--- config.mk ---
export PLATFORM = sky130hd
export DESIGN_NAME = sha2_msg_schedule_flat
export DESIGN_NICKNAME = d
export VERILOG_FILES = /design/src/rtl/sha2_pkg.sv /design/src/rtl/sha2_msg_schedule_if.sv /design/src/rtl/sha2_small_sigma.sv /design/src/rtl/sha2_msg_schedule.sv /design/src/flat_wrapper.sv
export SDC_FILE = /design/constraint.sdc
export NUM_CORES = 1
export LEC_CHECK = 0
export CORE_MARGIN = 3
export CORE_UTILIZATION = 30
export DETAILED_ROUTE_END_ITERATION = 12
export GPL_TIMING_DRIVEN = 0
export HOLD_SLACK_MARGIN = 0.1
export PLACE_DENSITY = 0.51
export SLEW_MARGIN = 20
export SYNTH_ARGS = -nofsm -noshare
export SYNTH_HDL_FRONTEND = slang
export SYNTH_HIERARCHICAL = 1
export SYNTH_SLANG_ARGS = --single-unit
--- constraint.sdc ---
create_clock -name clk -period 15.8 [get_ports clk]
set_clock_uncertainty 0.1 [all_clocks]
set_input_delay 3.95 -clock clk [delete_from_list [all_inputs] [get_ports clk]]
set_output_delay 3.95 -clock clk [all_outputs]
set_load 0.03 [all_outputs]
--- src/rtl/sha2_pkg.sv ---
// Shared constants, state encoding and parameter checks for the SHA-2 message schedule.
package sha2_pkg;

    typedef enum logic {IDLE, RUN} state_t;

    // Small-sigma rotate/shift amounts, 32-bit words (SHA-224/256)
    localparam int S0_ROT_A_32 = 7;
    localparam int S0_ROT_B_32 = 18;
    localparam int S0_SHR_32   = 3;
    localparam int S1_ROT_A_32 = 17;
    localparam int S1_ROT_B_32 = 19;
    localparam int S1_SHR_32   = 10;

    // Small-sigma rotate/shift amounts, 64-bit words (SHA-384/512)
    localparam int S0_ROT_A_64 = 1;
    localparam int S0_ROT_B_64 = 8;
    localparam int S0_SHR_64   = 7;
    localparam int S1_ROT_A_64 = 19;
    localparam int S1_ROT_B_64 = 61;
    localparam int S1_SHR_64   = 6;

    function automatic bit is_wide_mode(input int mode);
        return (mode == 384) || (mode == 512);
    endfunction

    function automatic int rounds_for(input int mode);
        return is_wide_mode(mode) ? 80 : 64;
    endfunction

    function automatic bit mode_legal(input int mode, input int width);
        return (((mode == 224) || (mode == 256)) && (width == 32)) ||
               (((mode == 384) || (mode == 512)) && (width == 64));
    endfunction

endpackage

--- src/rtl/sha2_msg_schedule_if.sv ---
// Block-in / word-out handshake bundle of the message schedule.
interface sha2_msg_schedule_if #(parameter int WIDTH = 32);
    logic [16*WIDTH-1:0] block_in;
    logic                in_valid;
    logic                in_ready;
    logic [WIDTH-1:0]    w_out;
    logic [6:0]          w_idx;
    logic                w_valid;
    logic                w_ready;
    logic                w_last;

    modport slave (
        input  block_in, in_valid, w_ready,
        output in_ready, w_out, w_idx, w_valid, w_last
    );

    modport master (
        output block_in, in_valid, w_ready,
        input  in_ready, w_out, w_idx, w_valid, w_last
    );
endinterface

--- src/rtl/sha2_small_sigma.sv ---
// Combinational SHA-2 small sigma; SEL=0 gives sigma0, SEL=1 gives sigma1.
module sha2_small_sigma
    import sha2_pkg::*;
#(
    parameter int WIDTH = 32,
    parameter int MODE  = 256,
    parameter int SEL   = 0
) (
    input  logic [WIDTH-1:0] x,
    output logic [WIDTH-1:0] y
);
    localparam bit WIDE = is_wide_mode(MODE);
    localparam int RA = (SEL == 0) ? (WIDE ? S0_ROT_A_64 : S0_ROT_A_32)
                                   : (WIDE ? S1_ROT_A_64 : S1_ROT_A_32);
    localparam int RB = (SEL == 0) ? (WIDE ? S0_ROT_B_64 : S0_ROT_B_32)
                                   : (WIDE ? S1_ROT_B_64 : S1_ROT_B_32);
    localparam int SH = (SEL == 0) ? (WIDE ? S0_SHR_64 : S0_SHR_32)
                                   : (WIDE ? S1_SHR_64 : S1_SHR_32);

    function automatic logic [WIDTH-1:0] rotr(input logic [WIDTH-1:0] v, input int n);
        return (v >> n) | (v << (WIDTH - n));
    endfunction

    assign y = rotr(x, RA) ^ rotr(x, RB) ^ (x >> SH);
endmodule

--- src/rtl/sha2_msg_schedule.sv ---
// SHA-2 message schedule: loads one block, then streams W_0..W_{ROUNDS-1}
// from a 16-word sliding window, extending it by one word per handshake.
module sha2_msg_schedule
    import sha2_pkg::*;
#(
    parameter int WIDTH = 32,
    parameter int MODE  = 256
) (
    input  logic                  clk,
    input  logic                  rst,
    sha2_msg_schedule_if.slave    bus
);
    localparam int         ROUNDS = rounds_for(MODE);
    localparam logic [6:0] LAST_T = 7'(ROUNDS - 1);

    if (!mode_legal(MODE, WIDTH)) begin : g_illegal_mode
        $error("sha2_msg_schedule: illegal MODE/WIDTH combination");
    end

    state_t           state, state_nxt;
    logic [WIDTH-1:0] window [16];
    logic [6:0]       t;
    logic [WIDTH-1:0] s0, s1;
    logic             load, fire;

    assign load = (state == IDLE) && bus.in_valid;
    assign fire = (state == RUN) && bus.w_ready;

    sha2_small_sigma #(.WIDTH(WIDTH), .MODE(MODE), .SEL(0)) u_sigma0 (.x(window[1]),  .y(s0));
    sha2_small_sigma #(.WIDTH(WIDTH), .MODE(MODE), .SEL(1)) u_sigma1 (.x(window[14]), .y(s1));

    always_ff @(posedge clk) begin
        if (rst) state <= IDLE;
        else     state <= state_nxt;
    end

    always_comb begin
        state_nxt = state;
        case (state)
            IDLE: if (bus.in_valid) state_nxt = RUN;
            RUN:  if (bus.w_ready && (t == LAST_T)) state_nxt = IDLE;
            default: state_nxt = IDLE;
        endcase
    end

    always_ff @(posedge clk) begin
        if (rst) begin
            t <= '0;
            for (int i = 0; i < 16; i++) window[i] <= '0;
        end else if (load) begin
            t <= '0;
            for (int i = 0; i < 16; i++) window[i] <= bus.block_in[(16-i)*WIDTH-1 -: WIDTH];
        end else if (fire) begin
            // Words generated past ROUNDS-16 land in the window but are never emitted.
            for (int i = 0; i < 15; i++) window[i] <= window[i+1];
            window[15] <= s1 + window[9] + s0 + window[0];
            t <= (t == LAST_T) ? 7'd0 : t + 7'd1;
        end
    end

    assign bus.in_ready = (state == IDLE);
    assign bus.w_valid  = (state == RUN);
    assign bus.w_out    = (state == RUN) ? window[0] : '0;
    assign bus.w_idx    = t;
    assign bus.w_last   = (state == RUN) && (t == LAST_T);
endmodule

--- src/flat_wrapper.sv ---
// flat-port wrapper written by rule: the top's interface ports become plain ports
module sha2_msg_schedule_flat import sha2_pkg::*;
#(
    parameter int WIDTH = 32,
    parameter int MODE  = 256
)
  (clk, rst, bus_block_in, bus_in_valid, bus_w_ready, bus_in_ready, bus_w_out, bus_w_idx, bus_w_valid, bus_w_last);
  sha2_msg_schedule_if #(.WIDTH(WIDTH)) bus_i ();
  input  logic clk;
  input  logic rst;
  input wire logic [$bits(bus_i.block_in)-1:0] bus_block_in;
  input wire logic [$bits(bus_i.in_valid)-1:0] bus_in_valid;
  input wire logic [$bits(bus_i.w_ready)-1:0] bus_w_ready;
  output wire logic [$bits(bus_i.in_ready)-1:0] bus_in_ready;
  output wire logic [$bits(bus_i.w_out)-1:0] bus_w_out;
  output wire logic [$bits(bus_i.w_idx)-1:0] bus_w_idx;
  output wire logic [$bits(bus_i.w_valid)-1:0] bus_w_valid;
  output wire logic [$bits(bus_i.w_last)-1:0] bus_w_last;
  assign bus_i.block_in = bus_block_in;
  assign bus_i.in_valid = bus_in_valid;
  assign bus_i.w_ready = bus_w_ready;
  assign bus_in_ready = bus_i.in_ready;
  assign bus_w_out = bus_i.w_out;
  assign bus_w_idx = bus_i.w_idx;
  assign bus_w_valid = bus_i.w_valid;
  assign bus_w_last = bus_i.w_last;
  sha2_msg_schedule #(.WIDTH(WIDTH), .MODE(MODE)) u_core (.clk(clk), .rst(rst), .bus(bus_i));
endmodule
==> impl_metrics.json, run 1 <==
{
  "p_total_mw": 4.883,
  "synth_area_leaders": "edfxtp_1, nand2_1, a21oi_1",
  "setup_slack_ns": 8.226,
  "p_leak_nw": 14.54,
  "synthToLayoutAreaGrowth_pct": 33.09,
  "initial_core_util_pct": 30.45,
  "r2r_setup_slack_ns": 10.46,
  "maxCapViolCount": 0,
  "crit_type": "primary input to flip-flop",
  "synth_common_cells": "nand2_1, edfxtp_1, a21oi_1",
  "cts.repair.resized": 0,
  "routed_wl_um": 117300,
  "cts_root_buf": "clkbuf_16",
  "status": "completed",
  "dpl-instance-area_sq_um": 34850,
  "synth_ff_type": "edfxtp_1",
  "fin_nets": 3911,
  "dpl_worst_slack_ns": 7.573,
  "cts.sinks": 520,
  "finalSetupViolations": 0,
  "grt_max_degree": 58,
  "synth_seq_cells": 520,
  "h-tree-depth": 2,
  "grt_antenna_before_repair": 17,
  "die_y_um": 309.2,
  "io_buffers": 556,
  "clock.fmax_ghz": 0.1320,
  "postRouteAntennaNets": 0,
  "drv_slew": 0,
  "hpwlAfterDp_um": 95480,
  "start_kind": "primary input",
  "min_period_ns": 7.574,
  "crit_arrival_ns": 7.82,
  "cts_inserted_buffers": 57,
  "netlist_area_sq_um": 27580,
  "synth_top_area_share_pct": 55.75,
  "die_area_sq_um": 95600,
  "via_per_inst": 4.898,
  "final_layout_size_suffix_gt1_share_pct": 3.106,
  "grt_pass1_vias": 22430,
  "grt_pass1_wl_um": 161300,
  "slew_headroom_pct": 27.63,
  "yosys.area.top_type": "edfxtp_1",
  "finalSetupTns_ns": 0,
  "finalHoldViolations": 0,
  "ys_seq_area_share_pct": 56.33,
  "syn_inst": 2678,
  "wl_per_cell_um": 25.89,
  "dr.pass1.iters": 7,
  "place_congestion": 0.9593,
  "worst_pin_slew_ns": 1.086,
  "drc": 0,
  "die_x_um": 309.2,
  "rows": 110,
  "synth_cell_types": 60,
  "final_area_sq_um": 36700,
  "drt-initial-drc-count": 1804,
  "cts_hold_buf": 0,
  "async_flop_share_pct": 0,
  "insertion_delay_ns": 0.65,
  "powerDensity_nw_per_um2": 133.0,
  "finalCritPeriodShare_pct": 47.94,
  "syn-num-nets": 3288,
  "io_pins": 558,
  "crit_fanout": 54,
  "rsz0062_at_grt": "false",
  "grtUsageTotal_pct": 24.01,
  "synth_edf_count": 512,
  "fin_util_pct": 40.53,
  "overflow": 0,
  "vdd_drop_max_uv": 76.13,
  "cts_tree": "yes",
  "clock_path_buffers": 3,
  "core_sq_um": 90560,
  "min_path_type": "flip-flop to flip-flop",
  "yosys_warnings": 6,
  "crit_required_ns": 16.05,
  "via_count": 22190,
  "clkTransAtPathRegs_ns": 0.06,
  "synth.avg_cell_area_sq_um": 10.30,
  "cts_post_setup_buffers_inserted": 0,
  "critPathCaptureType": "flip-flop",
  "yosysMostFrequentCell": "nand2_1"
}
flip-flops by register name, summed over array words and instances, names as in the netlist:
| signal | cells |
|---|---|
| u_core/bus.w_idx | 7 |
| u_core/window | 512 |
| u_core/bus.w_valid | 1 |
kinds of logic after synthesis:
family	count (synthesis)	share of synthesized area (%)
DFF	520	56.33
AOI/OAI and AO/OA	617	12.83
muxes	6	0.2223
and+or+nand+nor	998	14.23
buffers and inverters	355	4.846
xor gates and xnor gates	88	5.585
adders and majority gates	94	5.953
report_power, final:
part,internal [mW],leakage [nW],switching [mW]
registers,1.68,5.64,0.0843
clock network,0.739,0.889,0.581
logic,0.697,8.01,1.10
total,3.12,14.5,1.76
layout by cell type, fill, tap and decap left out, types with 52 or more instances in the layout:
cell type	netlist	layout
clkbuf_16	0	58
inv_1	181	181
clkbuf_1	167	173
fa_1	62	62
nor2_1	62	62
a22o_1	67	67
clkdlybuf4s50_1	0	556
a21oi_1	431	431
edfxtp_1	512	512
nand2_1	861	858
o21ai_0	52	52
stage by stage:
step | cells | hold WS, ns
floorplan | 2678 | 0.4122
global placement | 4410 | 0.3947
detailed placement | 4418 | 0.3966
CTS | 4524 | 0.4055
global route | 4524 | 0.4396
finish | 4531 | 0.4076
final cells by class:
cell class	count	area, sq um
multi-input combinational	1803	10730
clock buffer	66	1481
timing repair buffer	564	5778
antenna	7	17.52
sequential	520	15530
inverter	181	679.4
fill	9033	53860
buffer	174	659.4
tap	1176	1471
clock inverter	40	352.8
metal layers:
layer  share of wire (%)  track usage, %
met3                 7.6           4.875
met2                  49           41.38
met4                 3.0           6.808
met5                0.15               0
met1                  41           30.61
path summary, 6_finish.rpt:
check	start	depth (start not counted)	end
max	bus_w_ready	8	u_core/window[0][501]
min reg2reg	u_core/bus.w_idx[5]	2	u_core/bus.w_idx[5]
min	u_core/bus.w_idx[5]	2	u_core/bus.w_idx[5]
max reg2reg	u_core/window[0][40]	15	u_core/window[0][505]
worst max-delay path, cell delays in order:
cell and delay, ns:
clkdlybuf4s50_1 0.42, and2_1 0.23, clkbuf_1 0.30, nor2_1 0.67, clkbuf_1 0.87, nand2_4 0.61
buf_16 0.40, buf_16 0.25
(Power assumes the default switching activity.)
==> inputs of run 2 (changes only) <==
==> constraint.sdc (replaced) <==
create_clock -name clk -period 7.7 [get_ports clk]
set_clock_uncertainty 0.1 [all_clocks]
set_input_delay 1.925 -clock clk [delete_from_list [all_inputs] [get_ports clk]]
set_output_delay 1.925 -clock clk [all_outputs]
set_load 0.03 [all_outputs]
==> run 2 against run 1 <==
Effect of this change: clock power increased by 120%; critical path depth decreased by 4; sequential power increased by 100%; sequential share of layout area decreased by 0.16 points.
==> impl_metrics.json, run 2 (synthesized netlist as in run 1, its figures left out) <==
{
  "p_leak_nw": 14.59,
  "dpl_worst_slack_ns": 1.927,
  "largest_reg_flops": 512,
  "fin_util_pct": 40.68,
  "drt-initial-drc-count": 2203,
  "io_pins": 558,
  "finalSetupTns_ns": 0,
  "finalHoldViolations": 0,
  "postRouteAntennaNets": 0,
  "layout_commonest_cell": "nand2_1",
  "routed_wl_um": 117500,
  "start_kind": "flip-flop",
  "io_buffers": 556,
  "cts_inserted_buffers": 59,
  "crit_arrival_ns": 3.50,
  "cts_tree": "yes",
  "critPathCaptureType": "primary output",
  "finalCritPeriodShare_pct": 71.77,
  "final_layout_size_suffix_gt1_share_pct": 3.195,
  "die_y_um": 309.2,
  "worst_pin_slew_ns": 1.146,
  "setup_slack_ns": 2.174,
  "p_total_mw": 10.24,
  "finalSetupViolations": 0,
  "synthToLayoutAreaGrowth_pct": 33.59,
  "clkTransAtPathRegs_ns": 0.07,
  "min_path_type": "flip-flop to flip-flop",
  "vdd_drop_max_uv": 166.7,
  "die_x_um": 309.2,
  "cts_hold_buf": 0,
  "via_count": 22180,
  "dr.pass1.iters": 5,
  "insertion_delay_ns": 0.65,
  "grtUsageTotal_pct": 23.87,
  "crit_required_ns": 5.68,
  "cts_post_setup_buffers_inserted": 0,
  "drc": 0,
  "crit_fanout": 10,
  "slew_headroom_pct": 23.59,
  "initial_core_util_pct": 30.45,
  "clock.fmax_ghz": 0.1810,
  "grt_antenna_before_repair": 12,
  "cts_root_buf": "clkbuf_16",
  "powerDensity_nw_per_um2": 278.1,
  "crit_chain": "inv_1, clkbuf_1, nor2_1, clkdlybuf4s50_1",
  "fin_nets": 3911,
  "cts.sinks": 520,
  "top_register": "u_core/window",
  "mostFrequentLayoutCells": "nand2_1, clkdlybuf4s50_1, edfxtp_1",
  "rsz0062_at_grt": "false",
  "place_congestion": 0.9489,
  "cts.repair.resized": 0,
  "fill_cells": 8938,
  "status": "completed",
  "overflow": 0,
  "via_per_inst": 4.891,
  "max_stage_delay_ns": 0.80,
  "h-tree-depth": 2,
  "crit_type": "flip-flop to primary output",
  "grt_pass1_wl_um": 160400,
  "maxCapViolCount": 0,
  "hpwlAfterDp_um": 94970,
  "die_area_sq_um": 95600,
  "worst_path_max_delay_cell": "dfxtp_1",
  "rows": 110,
  "grt_max_degree": 99,
  "wl_per_cell_um": 25.91,
  "drv_slew": 0,
  "min_period_ns": 5.526,
  "grt_pass1_vias": 22230,
  "core_sq_um": 90560,
  "clock_path_buffers": 3
}
## run 2: changes by cell type in the layout (fill, tap and decap cells not counted), moves of 2 or more
cell / previous run / this run
bufinv_16: 4 / 9
clkinv_4: 3 / 1
inv_6: 1 / 3
nand2_8: 0 / 2
clkinv_1: 16 / 13
nand2_4: 3 / 1
diode_2: 7 / 10
## run 2: path summary, 6_finish.rpt
check | startpoint | end | slack (ns) | depth (start not counted)
setup / recovery | u_core/bus.w_valid | bus_w_out[10] | 2.17 | 4
setup reg to reg | u_core/window[0][40] | u_core/window[0][505] | 2.43 | 15
hold reg to reg | u_core/bus.w_idx[5] | u_core/bus.w_idx[5] | 0.41 | 2
hold / removal | u_core/bus.w_idx[5] | u_core/bus.w_idx[5] | 0.41 | 2
## run 2: final cells by class
type,count,area [sq um],share of cell area [%]
Sequential cell,520,15530,42.17
Antenna cell,10,25.02,0.06793
Tap cell,1176,1471,3.994
Buffer,174,659.4,1.790
Inverter,181,679.4,1.844
Clock buffer,68,1510,4.099
Multi-Input combinational cell,1803,10750,29.17
Timing Repair Buffer,562,5731,15.55
Clock inverter,41,484.2,1.314
## run 2: metrics by stage
step / hold WS (ns) / area, sq um / cells
floorplan: 0.4122 / 27580 / 2678
global placement: 0.3995 / 34620 / 4410
detailed placement: 0.3981 / 34820 / 4416
CTS: 0.4085 / 36820 / 4525
global route: 0.4395 / 36820 / 4527
finish: 0.4068 / 36840 / 4535
## run 2: layer usage
metal  routed length, um  GRT usage, %  vias up  part of all wire, %
met3                8591         3.889      125                  7.3
met5                  47             0        -                0.040
met4                3096         6.134        8                  2.6
met1               47570         30.81    10630                   40
li1                    -             -    10460                    -
met2               58200         41.75      955                   50
## run 2: worst max-delay path, delay by kind of cell (launching register included)
family	cells	cell delay [ns]
buffers and inverters	3	1.55
DFF	1	0.80
and+or+nand+nor	1	0.50
## run 2: power breakdown
part / total (mW) / switching, mW / leakage [nW] / internal, mW
clock: 2.91 / 1.20 / 0.969 / 1.71
sequential: 3.62 / 0.173 / 5.64 / 3.45
combinational: 3.71 / 2.28 / 7.98 / 1.43
total: 10.2 / 3.65 / 14.6 / 6.59
